===== src/rtl/data_to_axi_packer.sv =====
// Packs a stream of DATA_WIDTH elements into AXI_WIDTH beats. Each element goes
// into the next lane, and a beat closes when its last lane fills or an element carries last.
module data_to_axi_packer #(
    parameter int DATA_WIDTH   = 64,
    parameter int AXI_WIDTH    = 512,
    parameter int NUM_ELEMENTS = AXI_WIDTH / DATA_WIDTH
) (
    input  logic                   clk,
    input  logic                   rst,
    input  logic [DATA_WIDTH-1:0]  in_data,
    input  logic                   in_keep,
    input  logic                   in_last,
    input  logic                   in_valid,
    output logic                   in_ready,
    output logic [AXI_WIDTH-1:0]   out_tdata,
    output logic [AXI_WIDTH/8-1:0] out_tkeep,
    output logic                   out_tlast,
    output logic                   out_tvalid,
    input  logic                   out_tready
);

    localparam int KEEP_PER_LANE = DATA_WIDTH / 8;
    localparam int CNT_WIDTH     = (NUM_ELEMENTS > 1) ? $clog2(NUM_ELEMENTS) : 1;

    if (AXI_WIDTH != NUM_ELEMENTS * DATA_WIDTH) begin : g_bad_width
        $error("data_to_axi_packer: AXI_WIDTH must equal NUM_ELEMENTS*DATA_WIDTH");
    end
    if ((DATA_WIDTH % 8) != 0) begin : g_bad_data_width
        $error("data_to_axi_packer: DATA_WIDTH must be a multiple of 8");
    end

    logic [CNT_WIDTH-1:0]    cnt_r;
    logic [AXI_WIDTH-1:0]    acc_data_r;
    logic [NUM_ELEMENTS-1:0] acc_keep_r;
    logic                    ov_r;
    logic [AXI_WIDTH-1:0]    tdata_r;
    logic [AXI_WIDTH/8-1:0]  tkeep_r;
    logic                    tlast_r;

    logic                    accept_s;
    logic                    complete_s;
    logic [AXI_WIDTH-1:0]    beat_data_s;
    logic [AXI_WIDTH/8-1:0]  beat_keep_s;

    assign in_ready   = !ov_r || out_tready;
    assign accept_s   = in_valid && in_ready;
    assign complete_s = accept_s && ((cnt_r == CNT_WIDTH'(NUM_ELEMENTS - 1)) || in_last);

    assign out_tdata  = tdata_r;
    assign out_tkeep  = tkeep_r;
    assign out_tlast  = tlast_r;
    assign out_tvalid = ov_r;

    // Completed beat: filled lanes from the accumulator, current element in lane cnt, rest zero
    always_comb begin
        beat_data_s = '0;
        beat_keep_s = '0;
        for (int i = 0; i < NUM_ELEMENTS; i++) begin
            if (CNT_WIDTH'(i) < cnt_r) begin
                beat_data_s[i*DATA_WIDTH +: DATA_WIDTH]       = acc_data_r[i*DATA_WIDTH +: DATA_WIDTH];
                beat_keep_s[i*KEEP_PER_LANE +: KEEP_PER_LANE] = {KEEP_PER_LANE{acc_keep_r[i]}};
            end else if (CNT_WIDTH'(i) == cnt_r) begin
                beat_data_s[i*DATA_WIDTH +: DATA_WIDTH]       = in_data;
                beat_keep_s[i*KEEP_PER_LANE +: KEEP_PER_LANE] = {KEEP_PER_LANE{in_keep}};
            end else begin
                beat_data_s[i*DATA_WIDTH +: DATA_WIDTH]       = {DATA_WIDTH{1'b0}};
                beat_keep_s[i*KEEP_PER_LANE +: KEEP_PER_LANE] = {KEEP_PER_LANE{1'b0}};
            end
        end
    end

    // Lane counter and accumulator; stale accumulator data is masked off by cnt at completion
    always_ff @(posedge clk or posedge rst) begin
        if (rst) begin
            cnt_r      <= '0;
            acc_data_r <= '0;
            acc_keep_r <= '0;
        end else if (accept_s) begin
            if (complete_s) begin
                cnt_r      <= '0;
                acc_keep_r <= '0;
            end else begin
                acc_data_r[cnt_r*DATA_WIDTH +: DATA_WIDTH] <= in_data;
                acc_keep_r[cnt_r]                          <= in_keep;
                cnt_r                                      <= cnt_r + CNT_WIDTH'(1);
            end
        end else begin
            cnt_r <= cnt_r;
        end
    end

    // Output register: a completing element reloads it even while the old beat drains
    always_ff @(posedge clk or posedge rst) begin
        if (rst) begin
            ov_r    <= 1'b0;
            tdata_r <= '0;
            tkeep_r <= '0;
            tlast_r <= 1'b0;
        end else if (complete_s) begin
            ov_r    <= 1'b1;
            tdata_r <= beat_data_s;
            tkeep_r <= beat_keep_s;
            tlast_r <= in_last;
        end else if (ov_r && out_tready) begin
            ov_r <= 1'b0;
        end else begin
            ov_r <= ov_r;
        end
    end

endmodule


===== config.mk =====
export PLATFORM = sky130hd
export DESIGN_NAME = data_to_axi_packer
export DESIGN_NICKNAME = d
export VERILOG_FILES = /design/src/rtl/data_to_axi_packer.sv
export SDC_FILE = /design/constraint.sdc
export NUM_CORES = 2
export LEC_CHECK = 0
export CORE_MARGIN = 2
export CORE_UTILIZATION = 30
export CTS_BUF_LIST = sky130_fd_sc_hd__clkbuf_4 sky130_fd_sc_hd__clkbuf_8
export CTS_CLUSTER_DIAMETER = 100
export CTS_CLUSTER_SIZE = 28
export DETAILED_ROUTE_END_ITERATION = 7
export DONT_BUFFER_PORTS = 1
export GPL_TIMING_DRIVEN = 0
export SETUP_SLACK_MARGIN = 0.4
export SLEW_MARGIN = 5
export SYNTH_ARGS = -nofsm -noshare
export SYNTH_HDL_FRONTEND = slang
export SYNTH_SLANG_ARGS = --single-unit

===== constraint.sdc =====
create_clock -name clk -period 43 [get_ports clk]
set_input_delay 6.45 -clock clk [delete_from_list [all_inputs] [get_ports clk]]
set_output_delay 6.45 -clock clk [all_outputs]
set_load 0.005 [all_outputs]

==> impl_results.md <==
- Slew headroom: 0.1469
- Power share of the sequential group: 0.588
- Mapped cell area: 41930 µm²
- FF-to-FF setup slack: 38.71 ns
- FF-to-FF path depth: 9
- Post-CTS Setup Repair Bufs: 0
- Share of cells above drive strength 1: 0.08677
- Most frequent cells in the layout: 980 x dfrtp_1, 710 x nand2_1, 416 x nor2_1, 353 x o21ai_0, 319 x nand3_1
- Final setup fails: 0
- Critical path class: input pin to primary output
- Final global-route overflow total: 0
- Critical path depth in cells: 2
- DR pass1 iterations: 7
- Routed wire length: 189300 µm
- CTS root buf: clkbuf_8
- Mean Syn Cell Area: 9.953 µm²
- Die H: 377.9 µm
- Die area: 142800 µm²
- Synth cell types: 40
- Hold Fails Final Rpt: 0
- Post-CTS Resized: 0
- Worst path max stage delay: 0.42 ns
- Global-route wire length before repair: 261300 µm
- Fmax: 73.47 MHz
- Synth Register Bits: 980
- Clock skew: 0.08781 ns
- CP Buf/Inv Count: 1
- Slew Viols, Final: 0
- Peak supply drop: 24.83 µV
- CTS tree: built
- Worst setup startpoint: out_tready
- Worst Hold Class: flop to flop
- Min-delay src: acc_data_r[161]
- PwrDens: 48.39 nW/µm²
- Nets@finish: 4350
- Top Family by Delay on Critical Path: buffers and inverters
- Post-route setup slack: 29.39 ns
- Boundary pin count: 649
- Final worst-path cycle share: 0.3165
- Crit path cell chain: nand2b_1 > buf_2
- Outcome: finished, final reports clean
- Clock slew at reported path FFs: 0.14 ns
- RD Place Congestion: 0.9038
- # fillers: 14.48k
- Leak: 0.01905 µW
- Seq/Total Area, Yosys: 0.5848
- Worst Setup Start Kind: input pin
- Post-synth EDFFs: 0
- Worst hold slack: 0.4996 ns
- Sw Ratio: 0.3709
- Vias in the first global route: 32.87k
- Slowest-stage cell, CP: buf_2
- Ys flop type: dfrtp_1
- Async S/R FF share, synth: 1.000
- Minimum clock period: 13.61 ns
- CP arrival: 7.16 ns
- Initial DRC Count: 3024
- Clk_lat worst skew: 0.87 ns
- Cell Int Power: 1384 µW
- RSZ-0062 raised after global routing: no
- Dpl hpwl: 142400 µm
- ANT nets after route: 0
- CP required: 36.55 ns
- Maxcap violations: 0
- Num CTS Buffers: 47
- GRT Total Usage: 0.2583
- Via density: 5.445
- Slew @ Worst Pin: 1.280 ns
- Largest net degree at the start of global routing: 121
- Net Count, Synth: 4291
- Hold path depth: 2
- Starting Density: 0.3013
- Commonest non-fill, non-tap cell in the layout: dfrtp_1
- Pre-CTS setup slack: 29.42 ns
- Via count: 33.59k
- Reg2reg start: cnt_r[0]
- Die width: 377.9 µm
- I/O Buffers: 0
- Worst R2R End: acc_data_r[194]
- Cell count after synthesis: 4213
- Clock Power Share: 0.203
- Worst Path Max Fanout: 10
- Combinational share of power: 0.209
- Worst setup path endpoint: in_ready
- Row count: 137
- Switch Pwr: 816.1 µW
- Initial antenna violation count: 16
- CTS sink cnt: 980
- Syn. warnings: 0
- Synth-to-layout area growth: 8.439%
- Worst-case clock buffer depth: 3
- DR DRC count: 0
- CORE AREA: 139200 µm²
- H-tree depth: 2
- Cts-stage hold buffer count: 0
- CP endpoint kind: primary output
- Wire per inst: 30.68 µm
==> per-stage QoR <==
step	utilization	power [µW]	cell area, µm²	setup TNS (ns)	cells
after CTS	0.3266	2203	45450	0	6163
after global routing	0.3266	2302	45460	0	6164
after global placement	0.3181	1754	44280	-2676.74	6089
final	0.3267	2200	45470	0	6169
after floorplan	-	1539	41930	0	4213
after detailed placement	0.3202	1768	44560	0	6099
==> synthesized netlist by cell type (all sizes together) (3+ instances only) <==
| cell | instances | area, µm² |
|---|---|---|
| dfrtp | 980 | 24520 |
| a31oi | 260 | 1627 |
| and2 | 3 | 18.77 |
| or2 | 3 | 18.77 |
| nor2b | 3 | 18.77 |
| nand3 | 320 | 1607 |
| nand4 | 4 | 25.02 |
| o311a | 3 | 30.03 |
| buf | 254 | 1449 |
| a32oi | 56 | 490.5 |
| nor2 | 418 | 1584 |
| o21ai | 363 | 1817 |
| a22o | 85 | 744.5 |
| a21oi | 6 | 30.03 |
| clkbuf | 220 | 825.8 |
| mux2i | 193 | 1932 |
| inv | 133 | 499.2 |
| a221oi | 74 | 648.1 |
| ha | 8 | 100.1 |
| mux2 | 100 | 1134 |
| nand2 | 710 | 2665 |
| o31ai | 6 | 45.04 |
==> worst min-delay path by stage <==
stage	endpoint	slack (ns)
2_1_floorplan	acc_data_r[101]	0.45
3_3_place_gp	acc_data_r[106]	0.46
3_5_place_dp	acc_data_r[106]	0.47
4_1_cts	acc_data_r[161]	0.50
5_1_grt	acc_data_r[236]	0.52
6_report	acc_data_r[161]	0.50
==> power by group through the flow <==
stage	combinational, µW	sequential, µW	clock [µW]
global placement	443	1310	0
finish	460	1290	446
detailed placement	457	1310	0
CTS	459	1290	452
global route	507	1310	481
floorplan	316	1220	0
==> routing by layer <==
| metal | global-route usage | vias up | share of wire |
|---|---|---|---|
| met5 | 0 | - | 0.00042 |
| met2 | 0.4064 | 1552 | 0.46 |
| met4 | 0.1152 | 12 | 0.050 |
| li1 | - | 14456 | - |
| met1 | 0.3025 | 17251 | 0.37 |
| met3 | 0.1154 | 320 | 0.12 |
==> cell families (layout without fill, tap and decap cells) <==
family	count (synthesis)	after routing	share of synthesized area
flops	980	980	0.5848
compound gates	853	853	0.1295
fa+ha+maj	8	8	0.002387
mux	293	293	0.07311
simple gates	1472	1472	0.1440
buf+inv	607	681	0.06615
other cells	0	6	0
==> flip-flops by register name, summed over array words and instances, names as in the netlist <==
| register | count |
|---|---|
| out_tdata | 512 |
| acc_data_r | 448 |
| out_tkeep | 8 |
| acc_keep_r | 7 |
| cnt_r | 3 |
| out_tlast | 1 |
| out_tvalid | 1 |
==> cell type report <==
cell class	count	area (µm²)	area share
Antenna cell	6	15.01	0.0003302
Multi-Input combinational cell	2626	14630	0.3218
Inverter	133	506.7	0.01114
Buffer	474	2275	0.05003
Clock buffer	47	646.9	0.01423
Clock inverter	17	246.5	0.005421
Sequential cell	980	24520	0.5393
Timing Repair Buffer	10	275.3	0.006054
Tap cell	1876	2347	0.05162
Note: power is estimated with default switching activity, not from simulation.
